==> config.mk <==
export PLATFORM = sky130hd
export DESIGN_NAME = rr_burst_scheduler_flat
export DESIGN_NICKNAME = d
export VERILOG_FILES = /design/src/rtl/rr_burst_scheduler_if.sv /design/src/rtl/rr_burst_scheduler.sv /design/src/flat_wrapper.sv
export SDC_FILE = /design/constraint.sdc
export NUM_CORES = 1
export LEC_CHECK = 0
export BUFFER_PORTS_ARGS = -buffer_cell sky130_fd_sc_hd__buf_4
export CAP_MARGIN = 30
export CORE_MARGIN = 1.5
export CORE_UTILIZATION = 57
export DETAILED_ROUTE_END_ITERATION = 6
export PLACE_DENSITY = 0.83
export SETUP_SLACK_MARGIN = 0.4
export SYNTH_ARGS = -nofsm -noshare
export SYNTH_HDL_FRONTEND = slang
export SYNTH_SLANG_ARGS = --single-unit
export TNS_END_PERCENT = 50
==> constraint.sdc <==
create_clock -name clk -period 6.3 [get_ports clk]
set_input_delay 0.945 -clock clk [delete_from_list [all_inputs] [get_ports clk]]
set_output_delay 0.945 -clock clk [all_outputs]
set_load 0.005 [all_outputs]
==> src/rtl/rr_burst_scheduler_if.sv <==
// Requester/resource bundle for the round-robin burst scheduler.
// The master side drives requests and done beats; the slave side is the scheduler.
interface rr_burst_scheduler_if #(
    parameter int N      = 4,
    parameter int SIZE_W = 3
);
    logic [N-1:0]        req;
    logic [N*SIZE_W-1:0] size;
    logic                done;
    logic [N-1:0]        resp;
    logic                start;
    logic                busy;
    logic [2:0]          owner;
    logic                abort;

    modport master (
        output req, size, done,
        input  resp, start, busy, owner, abort
    );

    modport slave (
        input  req, size, done,
        output resp, start, busy, owner, abort
    );
endinterface

==> src/rtl/rr_burst_scheduler.sv <==
// Round-robin scheduler sharing one burst resource among N requesters,
// holding each grant for `size` done beats with a watchdog abort.
module rr_burst_scheduler #(
    parameter int N       = 4,
    parameter int SIZE_W  = 3,
    parameter int TIMEOUT = 16
) (
    input  logic                clk,
    input  logic                reset,
    rr_burst_scheduler_if.slave bus
);
    localparam int PW = (N > 1) ? $clog2(N) : 1;
    localparam int WW = $clog2(TIMEOUT);

    localparam logic [1:0] IDLE  = 2'd0;
    localparam logic [1:0] GRANT = 2'd1;
    localparam logic [1:0] BUSY  = 2'd2;

    logic [1:0]        state_q, state_d;
    logic [PW-1:0]     ptr_q, ptr_d;
    logic [SIZE_W-1:0] cnt_q, cnt_d;
    logic [WW-1:0]     wd_q, wd_d;
    logic [N-1:0]      resp_q, resp_d;
    logic              start_q, start_d;
    logic              busy_q, busy_d;
    logic              abort_q, abort_d;
    logic [2:0]        owner_q, owner_d;

    logic [N-1:0]      elig;
    logic              found;
    logic [PW-1:0]     win;
    logic [PW-1:0]     cand;
    logic [SIZE_W-1:0] win_size;

    // Zero-size requests can never complete a burst, so they are not eligible.
    always_comb begin
        for (int i = 0; i < N; i++) begin
            elig[i] = bus.req[i] & (|bus.size[i*SIZE_W +: SIZE_W]);
        end
    end

    // Search starts just after the last grantee, so it has lowest priority.
    always_comb begin
        found = 1'b0;
        win   = '0;
        cand  = '0;
        for (int k = 1; k <= N; k++) begin
            cand = PW'((int'(ptr_q) + k) % N);
            if (!found && elig[cand]) begin
                found = 1'b1;
                win   = cand;
            end
        end
        win_size = bus.size[int'(win)*SIZE_W +: SIZE_W];
    end

    always_comb begin
        state_d = state_q;
        ptr_d   = ptr_q;
        cnt_d   = cnt_q;
        wd_d    = wd_q;
        resp_d  = resp_q;
        busy_d  = busy_q;
        owner_d = owner_q;
        start_d = 1'b0;
        abort_d = 1'b0;
        case (state_q)
            IDLE: begin
                if (found) begin
                    state_d = GRANT;
                    resp_d  = N'(1) << win;
                    owner_d = 3'(win);
                    ptr_d   = win;
                    cnt_d   = win_size;
                    start_d = 1'b1;
                    busy_d  = 1'b1;
                end
            end
            GRANT: begin
                state_d = BUSY;
                wd_d    = '0;
            end
            BUSY: begin
                if (bus.done) begin
                    wd_d = '0;
                    if (cnt_q == SIZE_W'(1)) begin
                        state_d = IDLE;
                        resp_d  = '0;
                        busy_d  = 1'b0;
                        cnt_d   = '0;
                    end else begin
                        cnt_d = cnt_q - SIZE_W'(1);
                    end
                end else if (wd_q == WW'(TIMEOUT - 1)) begin
                    state_d = IDLE;
                    resp_d  = '0;
                    busy_d  = 1'b0;
                    abort_d = 1'b1;
                    cnt_d   = '0;
                    wd_d    = '0;
                end else if (wd_q != '1) begin
                    wd_d = wd_q + WW'(1);
                end
            end
            default: begin
                state_d = IDLE;
                resp_d  = '0;
                busy_d  = 1'b0;
            end
        endcase
    end

    always_ff @(posedge clk or negedge reset) begin
        if (!reset) begin
            state_q <= IDLE;
            ptr_q   <= PW'(N - 1);
            cnt_q   <= '0;
            wd_q    <= '0;
            resp_q  <= '0;
            start_q <= 1'b0;
            busy_q  <= 1'b0;
            abort_q <= 1'b0;
            owner_q <= '0;
        end else begin
            state_q <= state_d;
            ptr_q   <= ptr_d;
            cnt_q   <= cnt_d;
            wd_q    <= wd_d;
            resp_q  <= resp_d;
            start_q <= start_d;
            busy_q  <= busy_d;
            abort_q <= abort_d;
            owner_q <= owner_d;
        end
    end

    assign bus.resp  = resp_q;
    assign bus.start = start_q;
    assign bus.busy  = busy_q;
    assign bus.abort = abort_q;
    assign bus.owner = owner_q;
endmodule

==> src/flat_wrapper.sv <==
// flat-port wrapper written by rule: the top's interface ports become plain ports
module rr_burst_scheduler_flat 
#(
    parameter int N       = 4,
    parameter int SIZE_W  = 3,
    parameter int TIMEOUT = 16
)
  (clk, reset, bus_req, bus_size, bus_done, bus_resp, bus_start, bus_busy, bus_owner, bus_abort);
  rr_burst_scheduler_if #(.N(N), .SIZE_W(SIZE_W)) bus_i ();
  input  logic clk;
  input  logic reset;
  input wire logic [$bits(bus_i.req)-1:0] bus_req;
  input wire logic [$bits(bus_i.size)-1:0] bus_size;
  input wire logic [$bits(bus_i.done)-1:0] bus_done;
  output wire logic [$bits(bus_i.resp)-1:0] bus_resp;
  output wire logic [$bits(bus_i.start)-1:0] bus_start;
  output wire logic [$bits(bus_i.busy)-1:0] bus_busy;
  output wire logic [$bits(bus_i.owner)-1:0] bus_owner;
  output wire logic [$bits(bus_i.abort)-1:0] bus_abort;
  assign bus_i.req = bus_req;
  assign bus_i.size = bus_size;
  assign bus_i.done = bus_done;
  assign bus_resp = bus_i.resp;
  assign bus_start = bus_i.start;
  assign bus_busy = bus_i.busy;
  assign bus_owner = bus_i.owner;
  assign bus_abort = bus_i.abort;
  rr_burst_scheduler #(.N(N), .SIZE_W(SIZE_W), .TIMEOUT(TIMEOUT)) u_core (.clk(clk), .reset(reset), .bus(bus_i));
endmodule
# Word-level counts from Yosys, hierarchy flattened
# Index checks and enable logic that the tools add are counted.
# Widths: inputs -> output; s select.
[op_classes]
addsub = 6
n_mul = 1
order_cmp = 4
eq_ne = 9
n_shift = 2
muxes = 45
n_bitwise = 5
n_reduce_logical = 18
[ops]
columns = ["cell", "n"]
rows = [
  ["$shiftx 12x32->3", 1],
  ["$mux 4", 7],
  ["$mux 1", 17],
  ["$mux 2", 8],
  ["$lt 2x3->1 const B", 4],
  ["$mux 3", 4],
  ["$pmux 4 s3", 1],
  ["$reduce_or 3->1", 4],
  ["$bmux 1 s2", 4],
  ["$pmux 4 s2", 1],
  ["$ne 3x2->1 const B", 2],
  ["$pmux 2 s3", 1],
  ["$pmux 3 s2", 1],
  ["$reduce_and 3->1", 2],
  ["$add 2x1->2 const B", 2],
  ["$add 2x2->2 const B", 2],
  ["$add 4x1->4 const B", 1],
  ["$and 1x1->1", 4],
  ["$eq 4x4->1 const B", 1],
  ["$mul 2x2->4 const B", 1],
  ["$ne 4x2->1 const B", 1],
  ["$ne 4x4->1 const B", 1],
  ["$reduce_and 2->1", 2],
  ["$reduce_and 4->1", 1],
  ["other kinds (12)", 17],
]
[totals]
register_bits = 20
inputBits = 19
output_inout_bits = 10

# Logic depth before layout (Yosys ltp)
[logic_depth]
word_depth = 18
mapped_depth = 9

# Worst setup path after synthesis
# No wires, ideal clock.
[synth_timing]
path_kind = "input port to flip-flop"
from = "input port bus_size[9]"
to = "register u_core.cnt_q[2]"
t_arrival_ns = 2.344
t_required_ns = 6.174
setup_slack_ns = 3.831
path_stages = 6
n_path_buf = 0
cell_sequence = "o31ai_1 > o22ai_1 > a221oi_4 > mux2i_1 > nor4b_2 > a221o_1"
[synth_via]
elab_chain_len = 18
word_cells_on_any_way = 30
[synth_rtl]
columns = ["item", "line", "source"]
rows = [
  ["start, declared", "flat_wrapper.sv:13", "input wire logic [$bits(bus_i.size)-1:0] bus_size;"],
  ["$reduce_or 3->1", "rr_burst_scheduler.sv:38", "elig[i] = bus.req[i] & (|bus.size[i*SIZE_W +: SIZE_W]);"],
  ["$and 1x1->1", "rr_burst_scheduler.sv:38", ""],
  ["$bmux 1 s2", "rr_burst_scheduler.sv:49", "if (!found && elig[cand]) begin"],
  ["$mux 1 (not written as such)", "rr_burst_scheduler.sv:49", ""],
  ["$mux 1", "rr_burst_scheduler.sv:49", ""],
  ["$logic_not 1->1", "rr_burst_scheduler.sv:49", ""],
  ["$logic_and 1x1->1", "rr_burst_scheduler.sv:49", ""],
  ["$mux 1", "rr_burst_scheduler.sv:49", ""],
  ["[... 2 more ...]", "--", ""],
  ["$mux 1", "rr_burst_scheduler.sv:49", ""],
  ["$logic_not 1->1", "rr_burst_scheduler.sv:49", ""],
  ["$logic_and 1x1->1", "rr_burst_scheduler.sv:49", ""],
  ["$mux 2", "rr_burst_scheduler.sv:49", ""],
  ["$mul 2x2->4", "rr_burst_scheduler.sv:54", "win_size = bus.size[int'(win)*SIZE_W +: SIZE_W];"],
  ["$shiftx 12x32->3", "rr_burst_scheduler.sv:54", ""],
  ["$mux 3", "rr_burst_scheduler.sv:69", "if (found) begin"],
  ["$pmux 3 s2", "rr_burst_scheduler.sv:67", "case (state_q)"],
  ["end signal, assigned", "rr_burst_scheduler.sv:127", "cnt_q <= cnt_d;"],
  ["end, declared", "rr_burst_scheduler.sv:21", "logic [SIZE_W-1:0] cnt_q, cnt_d;"],
]
# Several ways; a longest one is shown, not always the timed one. The select of a mux whose other input is x is not followed.
# A chain may end at the register's enable or synchronous reset.

# Worst setup path after layout
[layout_timing]
from = "input port bus_size[9]"
to = "register u_core.cnt_q[0]"
# The elaborated chain is that of the path after synthesis.

==> impl_results.md <==
- Cells after Synth: 130
- Final GP Congestion: 0.8530
- Clk_skew: 0.01458 ns
- I/O pins: 29
- Yosys top cell area share: 0.3499
- Routed WL: 2771 um
- Routed len/inst: 15.06 um
- M1 WL: 1203 um
- Setup violations, final: 0
- RSZ-0062 raised after global routing: false
- Root Driver: clkbuf_4
- Register area share after synthesis: 0.3907
- WP data arrival: 2.78 ns
- Most frequent cells in the layout: 27 x buf_4, 19 x nand2_1, 18 x dfrtp_1
- Max transition margin: 0.5814
- DP Cell Count: 180
- Worst-skew pair later-pin latency: 0.31 ns
- Worst slew pin tran: 0.6242 ns
- Hold_buf cts: 0
- DRC viols: 0
- Port bufs: 27
- Synth Register Bits: 20
- Grt total ovfl: 0
- Largest net degree at the start of global routing: 21
- Total GRT Usage: 0.2427
- DR top layer: met4
- Worst path cell trace: buf_4 > o311a_1 > o32ai_1 > nand3b_1 > mux2i_1 > nor3_1 > o32a_1
- Post-Syn Area: 0.001287 sq mm
- Max VDD drop: 0.0003338 V
- Leakage power: 0.0007004 uW
- CTS max path bufs: 2
- Worst r2r dst: u_core.bus.busy$_DFFE_PN0P_
- Syn nets: 156
- First-pass GRT wire length: 4685 um
- R2R depth: 7
- Clk sinks: 20
- Synth-to-Final Area Change: 17.98%
- Synth unique cells: 40
- TNS Setup: 0 ns
- Slowest cell on crit path: nand3b_1
- Period utilization: 0.4070
- Die extent in x: 50.53 um
- Final min period: 2.564 ns
- Antenna Violating Nets Remaining: 0
- Final Max Slew Viols: 0
- Met3 WL: 117 um
- Post-DP Area: 0.001483 sq mm
- CTS tree: done
- Routed wl met2: 1392 um
- YS warnings: 0
- Run status: finished clean
- Layout cells sized above 1: 0.2500
- Core area: 0.002170 sq mm
- Total CTS buffers: 3
- CP Max Fanout: 11
- Die Area: 0.002553 sq mm
- Ant. Diodes: 0
- # H-tree levels: 1
- Vias in the first global route: 1,042
- Leading area contributor after synthesis: dfrtp_1
- Critical path required time: 6.51 ns
- Design Area, Final: 0.001519 sq mm
- Gates resized, CTS repair: 0
- Fin nets: 183
- Worst Path Class, Setup: input pin to flop
- Rows: 17
- Starting Density: 0.5934
- Final core occ: 0.7001
- Area contributors post-synth: dfrtp_1 35%, ha_1 6.8%, nand2_1 5.5%
- Syn_area_per_cell: 9.904 sq um
- Fmax: 0.3900 GHz
- Worst R2R Start: u_core.state_q[0]$_DFFE_PN0P_
- Hold Path Class: input pin to async pin
- 1st-iter DRT viols: 44
- Initial antenna violation count: 0
- Startpoint types: input pin
- Critical Path Max Stage Delay: 0.42 ns
- Hold Fails Final Rpt: 0
- Buffers inserted by post-CTS timing repair: 0
- Most common cell after layout, fill and taps aside: buf_4
- DR vias: 1,106
- Hpwl dp: 2236 um
- Final Instance Count excl. Fillers: 184
- Cell Pwr Density: 404.7 mW/mm^2
- First-pass detailed-route iteration total: 6
- MaxCap Viol Count: 0
- Chip Height: 50.53 um
- CP endpoint kind: flop
- Drt via density: 6.011
- CTS clock-pin slew for the worst setup and hold paths: 0.12 ns
- R2r setup slk: 3.92 ns
[logic make-up (layout without fill, tap and decap cells)]
group,Yosys count,after routing,share of synthesized area
compound gates,37,37,0.2362
buf+inv,13,39,0.05636
fa+ha+maj,7,7,0.06802
other cells,1,1,0.002913
mux,8,8,0.06317
simple gates,44,44,0.1827
flops,20,20,0.3907
[registers in the layout (all words and copies together) (netlist names)]
register / count
u_core.bus.resp: 4
u_core.ptr_q: 2
u_core.bus.owner: 2
u_core.wd_q: 4
u_core.bus.abort: 1
u_core.cnt_q: 3
u_core.bus.start: 1
u_core.state_q: 2
u_core.bus.busy: 1
[area by class of cell]
| cell class | instances | area, sq um |
|---|---|---|
| well taps | 28 | 35.03 |
| multi-input cells | 97 | 711.9 |
| clock buffers | 4 | 36.28 |
| fillers | 176 | 650.6 |
| inverters | 8 | 30.03 |
| repair buffers | 27 | 202.7 |
| flip-flops and latches | 20 | 503.0 |
[synth_stat cells]
library cell and count:
ha_1 7, a21bo_2 1, nor4b_2 1, nand2b_1 3
o21a_1 1, dfrtp_1 18, nand3b_1 2, dfstp_2 2
buf_6 2, o31ai_1 5, nor3b_1 2, o22ai_1 4
nand2_1 19, conb_1 1, nor3_1 4, o22a_1 1
a211oi_1 2, a21o_1 1, o311a_1 2, a221o_1 1
o211ai_1 1, o31a_1 4, nor2_1 3, nand2b_2 1
a21oi_1 1, or3b_1 1, mux2_1 1, o31ai_4 1
inv_1 8, buf_2 1, nor4_2 1, o32a_1 1
nand3_1 5, mux2i_1 7, buf_4 2, a221oi_4 1
o32ai_1 2, nor2b_1 1, o21ai_0 8, or2b_1 1
[routing by layer]
| metal | track usage | vias to the layer above |
|---|---|---|
| met2 | 0.4167 | 37 |
| met1 | 0.3027 | 529 |
| met5 | 0 | - |
| li1 | - | 534 |
| met4 | 0.1126 | 0 |
| met3 | 0.02976 | 6 |
[per-stage QoR]
stage	hold slack (ns)	total power [uW]	setup slack, ns
after CTS	0.4890	617.1	3.757
final	0.4879	614.7	3.736
after floorplan	0.4520	455.3	3.831
after global placement	0.4612	523.6	3.469
after global routing	0.5053	665.0	3.635
after detailed placement	0.4685	541.5	3.416
[how the worst max path moves through the flow]
stage	slack, ns	start	cells past startpoint	end
after CTS	3.76	bus_size[9]	7	u_core.cnt_q[0]$_DFFE_PN0P_
after global routing	3.63	bus_size[9]	7	u_core.cnt_q[0]$_DFFE_PN0P_
after global placement	3.47	bus_size[9]	7	u_core.cnt_q[0]$_DFFE_PN0P_
final	3.74	bus_size[9]	7	u_core.cnt_q[0]$_DFFE_PN0P_
after detailed placement	3.42	bus_size[9]	7	u_core.cnt_q[0]$_DFFE_PN0P_
after floorplan	3.83	bus_size[9]	6	u_core.cnt_q[2]$_DFFE_PN0P_
[critical path: cells and delay by family]
kind            cells  cell delay, ns
compound gates      3            0.95
mux                 1            0.26
buf+inv             1            0.13
simple gates        2            0.49
[report_power, final]
group          switching, uW  internal (uW)  leakage, uW
Combinational            170            146     0.000426
Sequential              39.5            183     0.000254
Clock                   41.1           35.3    0.0000210
(Power assumes the default switching activity.)
